==> src/rtl/instr_mem_prog.sv <==
// Writable instruction memory with a clear/load/run sequencer and registered,
// one-cycle-latency fetch port. Out-of-range fetches return NOP_WORD with a fault flag.
module instr_mem_prog #(
  parameter int unsigned         DATA_W   = 16,
  parameter int unsigned         ADDR_W   = 8,
  parameter int unsigned         DEPTH    = 256,
  parameter logic [DATA_W-1:0]   NOP_WORD = '0
) (
  input  logic              clk,
  input  logic              rst_n,
  input  logic [ADDR_W-1:0] pc,
  input  logic              fetch_en,
  output logic [DATA_W-1:0] instr,
  output logic              instr_valid,
  output logic              fault,
  input  logic              prog_we,
  input  logic [ADDR_W-1:0] prog_addr,
  input  logic [DATA_W-1:0] prog_data,
  input  logic              prog_done,
  input  logic              reload,
  output logic              prog_err,
  output logic              load_ready,
  output logic              running
);

  localparam int unsigned AW1   = ADDR_W + 1;
  localparam int unsigned IDX_W = $clog2(DEPTH);
  localparam logic [ADDR_W-1:0] LAST_ADDR = ADDR_W'(DEPTH - 1);

  if (DEPTH < 2 || DEPTH > (64'(1) << ADDR_W)) begin : g_bad_depth
    $error("instr_mem_prog: DEPTH must satisfy 2 <= DEPTH <= 2**ADDR_W");
  end

  typedef enum logic [1:0] {
    S_CLEAR = 2'd0,
    S_LOAD  = 2'd1,
    S_RUN   = 2'd2
  } state_e;

  state_e              state_q;
  logic [ADDR_W-1:0]   cnt_q;
  logic [DATA_W-1:0]   instr_q;
  logic                valid_q;
  logic                fault_q;
  logic                perr_q;

  logic [DATA_W-1:0]   mem [DEPTH];

  logic                pc_ok;
  logic                paddr_ok;
  logic                mem_we;
  logic [IDX_W-1:0]    mem_waddr;
  logic [DATA_W-1:0]   mem_wdata;

  assign pc_ok    = ({1'b0, pc} < AW1'(DEPTH));
  assign paddr_ok = ({1'b0, prog_addr} < AW1'(DEPTH));

  // Single write port shared by the clear sweep and program loading
  always_comb begin
    mem_we    = 1'b0;
    mem_waddr = prog_addr[IDX_W-1:0];
    mem_wdata = prog_data;
    if (state_q == S_CLEAR) begin
      mem_we    = 1'b1;
      mem_waddr = cnt_q[IDX_W-1:0];
      mem_wdata = NOP_WORD;
    end else if (state_q == S_LOAD) begin
      mem_we    = prog_we && paddr_ok;
    end
  end

  always_ff @(posedge clk) begin
    if (mem_we) begin
      mem[mem_waddr] <= mem_wdata;
    end
  end

  // Sequencer and registered fetch response
  always_ff @(posedge clk or negedge rst_n) begin
    if (!rst_n) begin
      state_q <= S_CLEAR;
      cnt_q   <= '0;
      instr_q <= NOP_WORD;
      valid_q <= 1'b0;
      fault_q <= 1'b0;
      perr_q  <= 1'b0;
    end else begin
      valid_q <= 1'b0;
      fault_q <= 1'b0;
      unique case (state_q)
        S_CLEAR: begin
          if (cnt_q == LAST_ADDR) begin
            cnt_q   <= '0;
            state_q <= S_LOAD;
          end else begin
            cnt_q   <= cnt_q + ADDR_W'(1);
          end
        end
        S_LOAD: begin
          if (prog_we && !paddr_ok) begin
            perr_q <= 1'b1;
          end
          if (prog_done) begin
            state_q <= S_RUN;
          end
        end
        S_RUN: begin
          if (fetch_en) begin
            valid_q <= 1'b1;
            if (pc_ok) begin
              instr_q <= mem[pc[IDX_W-1:0]];
            end else begin
              instr_q <= NOP_WORD;
              fault_q <= 1'b1;
            end
          end
          if (reload) begin
            state_q <= S_LOAD;
          end
        end
        default: begin
          state_q <= S_CLEAR;
          cnt_q   <= '0;
        end
      endcase
    end
  end

  assign instr       = instr_q;
  assign instr_valid = valid_q;
  assign fault       = fault_q;
  assign prog_err    = perr_q;
  assign load_ready  = (state_q == S_LOAD);
  assign running     = (state_q == S_RUN);

endmodule

==> config.mk <==
export PLATFORM = sky130hd
export DESIGN_NAME = instr_mem_prog
export DESIGN_NICKNAME = d
export VERILOG_FILES = /design/src/rtl/instr_mem_prog.sv
export SDC_FILE = /design/constraint.sdc
export NUM_CORES = 2
export LEC_CHECK = 0
export CAP_MARGIN = 20
export CORE_ASPECT_RATIO = 0.7
export CORE_MARGIN = 1
export CORE_UTILIZATION = 62
export DETAILED_ROUTE_END_ITERATION = 10
export PLACE_DENSITY = 0.76
export SYNTH_ARGS = -nofsm -noshare
export SYNTH_HDL_FRONTEND = slang
export SYNTH_SLANG_ARGS = --single-unit
==> constraint.sdc <==
create_clock -name clk -period 23 [get_ports clk]
set_input_delay 4.6 -clock clk [delete_from_list [all_inputs] [get_ports clk]]
set_output_delay 4.6 -clock clk [all_outputs]
set_load 0.03 [all_outputs]
* Word level (Yosys, flattened, before mapping)
Memories as Yosys holds them, arrays and structs flattened. A register that Yosys moved wholly into a read port is not among the register bits. Cells that the tools add are included.
Word-level totals: flip-flop bits (word level) 11, bits in writable memories 4096, memories 1
Memory list:
- mem | words 256, width 16, read ports 1, clocked after memory_dff 1, wr ports 1, RTL line 47 | logic [DATA_W-1:0] mem [DEPTH];
Operators by class: add/subtract/negate cells 1, equal/unequal tests 6, muxes and demuxes 14, reduce and logical (&&, ||, !) cells 5
Operators by type and width (count):
- 2-to-1 mux 16 bit | 1
- 2-to-1 mux 8 bit | 2
- one-hot mux 8 bit (2 select lines) | 1
- adder 8 x 1 -> 8 bit, second input constant | 1
- equality test 8 bit, second input constant | 1
- 2-to-1 mux 1 bit | 6
- 2-to-1 mux 2 bit | 3
- one-hot mux 2 bit (3 select lines) | 1
- inequality test 2 bit, second input constant | 2
- AND reduction 3 bit | 1
- equality test 2 x 1 -> 1 bit, second input constant | 1
- equality test 2 bit, second input constant | 1
- zero test 2 bit | 1
- inequality test 2 x 1 -> 1 bit, second input constant | 1
- AND reduction 2 bit | 1
- OR reduction 2 bit | 1
- zero test 1 bit | 1

* Depth between registers and ports, before layout
depth in word-level cells 5, mapped depth 14, gate-level depth less buffers 9

* Worst setup path after synthesis
Ideal clock, no wire load.
path type input to register, start input prog_data[10], end memory mem[0][10] (data pin), library setup time 1447 ps, arrival 10745 ps, data required time 21553 ps, path slack 10809 ps, stages 1, buffers on the path 0, path through nor2b_1
Between the ends: cells in the longest elaborated chain, start to end 1
RTL lines:
- start: declaration | RTL line 18 | input logic [DATA_W-1:0] prog_data,
- 2-to-1 mux 16 bit | RTL line 63 | if (state_q == S_CLEAR) begin
- end: declaration | RTL line 47
No other way between the ends.

==> out/metrics.yaml <==
rsz0062_at_grt: "false"
die_height_um: 427.2
fin_cells: 11630
syn_to_final_growth_pct: 10.71
tightest_slew_ns: 1.374
cap_violations: 0
num_vias: 85720
finalCritPeriodShare: 0.4231
placedCellCount: 10940
cp-end-kind: "flop"
cts_hold_buf: 0
antenna_found_initial: 42
synth_area_um2: 160100
power_density_nw_per_um2: 82.87
utilization: 0.6931
p_leak_nw: 55.63
cts_tree: "done"
clk_pin_slew_ns: 0.06
power.total_mw: 14.69
grt_max_degree: 225
synth_top_flop_cell: "edfxtp_1"
worstSkewPairLatency_ns: 0.91
ir_worst_vdd_uv: 105.2
setup_tns_ns: 0
layout-drive-gt1-share: 0.2236
placed_area_um2: 165600
hold_class: "flop to flop"
ys_top_cells_by_count: "edfxtp_1, mux4_2, mux2i_1, nor2_1, nand2_1"
max_slew_margin: 0.08394
post-route-min-period_ns: 9.732
routed_wl_mm: 465.8
hold_viol_final: 0
ioPinCount: 59
grt.total_usage: 0.3575
cts-buffers-inserted: 365
postSynthCellCount: 7533
setup_violations: 0
die_w_um: 609.5
drt_iter0_drc: 16400
gr-total-overflow: 0
dieArea_um2: 260400
ys_warn_count: 0
finalMaxSlewViolations: 0
ant_nets: 0
grt_pass1_wl_mm: 640.3
grt_pass1_vias: 81320
vias_per_cell: 7.370
io_buffers: 56
path_class: "input pin to flop"
synth-seq-cells: 4123
clk_path_buf_depth: 4
rows: 155
finalNetCount: 7995
cts_setup_buffers: 0
start_util: 0.6261
drcViolationCount: 0
gp_congestion: 0.9972
synth_edf_count: 4096
hpwlAfterDp_mm: 275.3
clock-sinks: 4123
clock-root-buffer: "clkbuf_16"
yosys.cell_count.top_type: "edfxtp_1"
cp.required_ns: 23.79
wl_per_cell_um: 40.05
final_area_um2: 177300
clock_skew_ns: 0.05269
yosysTopAreaCellShare: 0.7680
outcome: "finished, final reports clean"
worstPathArrival_ns: 10.52
synthTopCellsByArea: "edfxtp_1, mux4_2, mux2i_1, mux4_1, nor2_1"
max_clock_freq_mhz: 102.8
core_um2: 255800
ys_seq_area_frac: 0.7722
cts-resized-gates: 0
syn_area_per_cell_um2: 21.26
synthArstFlopShare: 0.006549
startpoint_type: "input pin"
ctsHtreeMaxLevel: 5
synth_area_leader_cell: "edfxtp_1"
firstDrtPassIters: 9
synth_cell_type_count: 84
cp_max_fo: 103
placed cells by master (no fill, tap or decap), types with 19 or more instances in the layout:
cell / n
clkinv_1: 89
mux4_2: 764
o22ai_1: 167
o221ai_1: 88
nor3_1: 50
buf_12: 19
nor2_2: 76
clkdlybuf4s50_1: 50
a21oi_1: 96
nor2_1: 277
nand2_1: 221
o21ai_0: 90
dfrtp_1: 27
nand4_1: 22
clkinv_2: 65
a211oi_1: 55
mux4_1: 69
mux2i_1: 493
buf_4: 399
a31oi_1: 19
nor4_1: 24
edfxtp_1: 4096
a22oi_1: 90
clkbuf_1: 76
nand3_1: 72
clkbuf_16: 371
bufinv_16: 29
layout make-up:
class                           count  area (µm²)
Sequential cell                  4123      123700
Fill cell                       14850       78510
Multi-Input combinational cell   2951       33630
Clock buffer                      447        9569
Timing Repair Buffer              495        4298
Tap cell                         3375        4223
Clock inverter                    211        1802
Inverter                           16       70.07
Antenna cell                       12       30.03
worst paths after layout:
path,from,to,slack [ns],cells after the start
setup / recovery,pc[0],instr[12],13.27,10
hold / removal,instr[6],instr[6],0.62,2
setup reg to reg,state_q[0],mem[20][11],17.43,8
hold reg to reg,instr[6],instr[6],0.62,2
max in group asynchronous,rst_n,state_q[1],18.42,1
min in group asynchronous,rst_n,instr[11],3.88,1
metal layers:
| layer | vias to the layer above | GRT usage | wire length [µm] |
|---|---|---|---|
| met2 | 8027 | 0.4826 | 193300 |
| li1 | 32480 | - | - |
| met5 | - | 0 | 296 |
| met4 | 32 | 0.1454 | 23000 |
| met3 | 1199 | 0.1658 | 89500 |
| met1 | 43980 | 0.5077 | 159700 |
kinds of logic (layout without fill, tap and decap cells):
| family | Yosys count | after routing | share of synthesized area |
|---|---|---|---|
| AO/OA/AOI/OAI | 751 | 751 | 0.03242 |
| buffers and inverters | 460 | 1169 | 0.02073 |
| AND/OR/NAND/NOR | 856 | 856 | 0.02387 |
| other | 1 | 14 | 0.00002342 |
| XOR/XNOR | 2 | 2 | 0.0001094 |
| adder cells (fa/ha/maj) | 5 | 5 | 0.0003906 |
| flip-flops | 4123 | 4123 | 0.7722 |
| multiplexers | 1335 | 1335 | 0.1502 |
sequential cells by signal (all words and copies together), names as in the netlist:
signal / cells
instr_valid: 1
state_q: 2
cnt_q: 8
mem: 4096
instr: 16
power by group:
group          switching [mW]  internal [mW]
Clock                    2.71           3.29
Sequential                  0           8.13
Combinational           0.363          0.200
Total                    3.08           11.6
critical path, stage by stage:
cell and delay [ns]:
buf_16 0.37, buf_12 0.53, buf_12 0.65, buf_12 0.58, buf_12 0.67, mux4_2 0.61
mux4_2 0.51, o211ai_1 0.73, nor3_1 0.36, a211o_1 0.35
metrics by stage:
step           hold WS [ns]  setup WS (ns)
2_1_floorplan        0.5375          10.81
3_3_place_gp         0.5842          12.50
3_5_place_dp         0.6131          12.51
4_1_cts              0.6315          13.42
5_1_grt              0.6242          12.98
6_report             0.6167          13.27
Power figures use the tool's default switching activity.
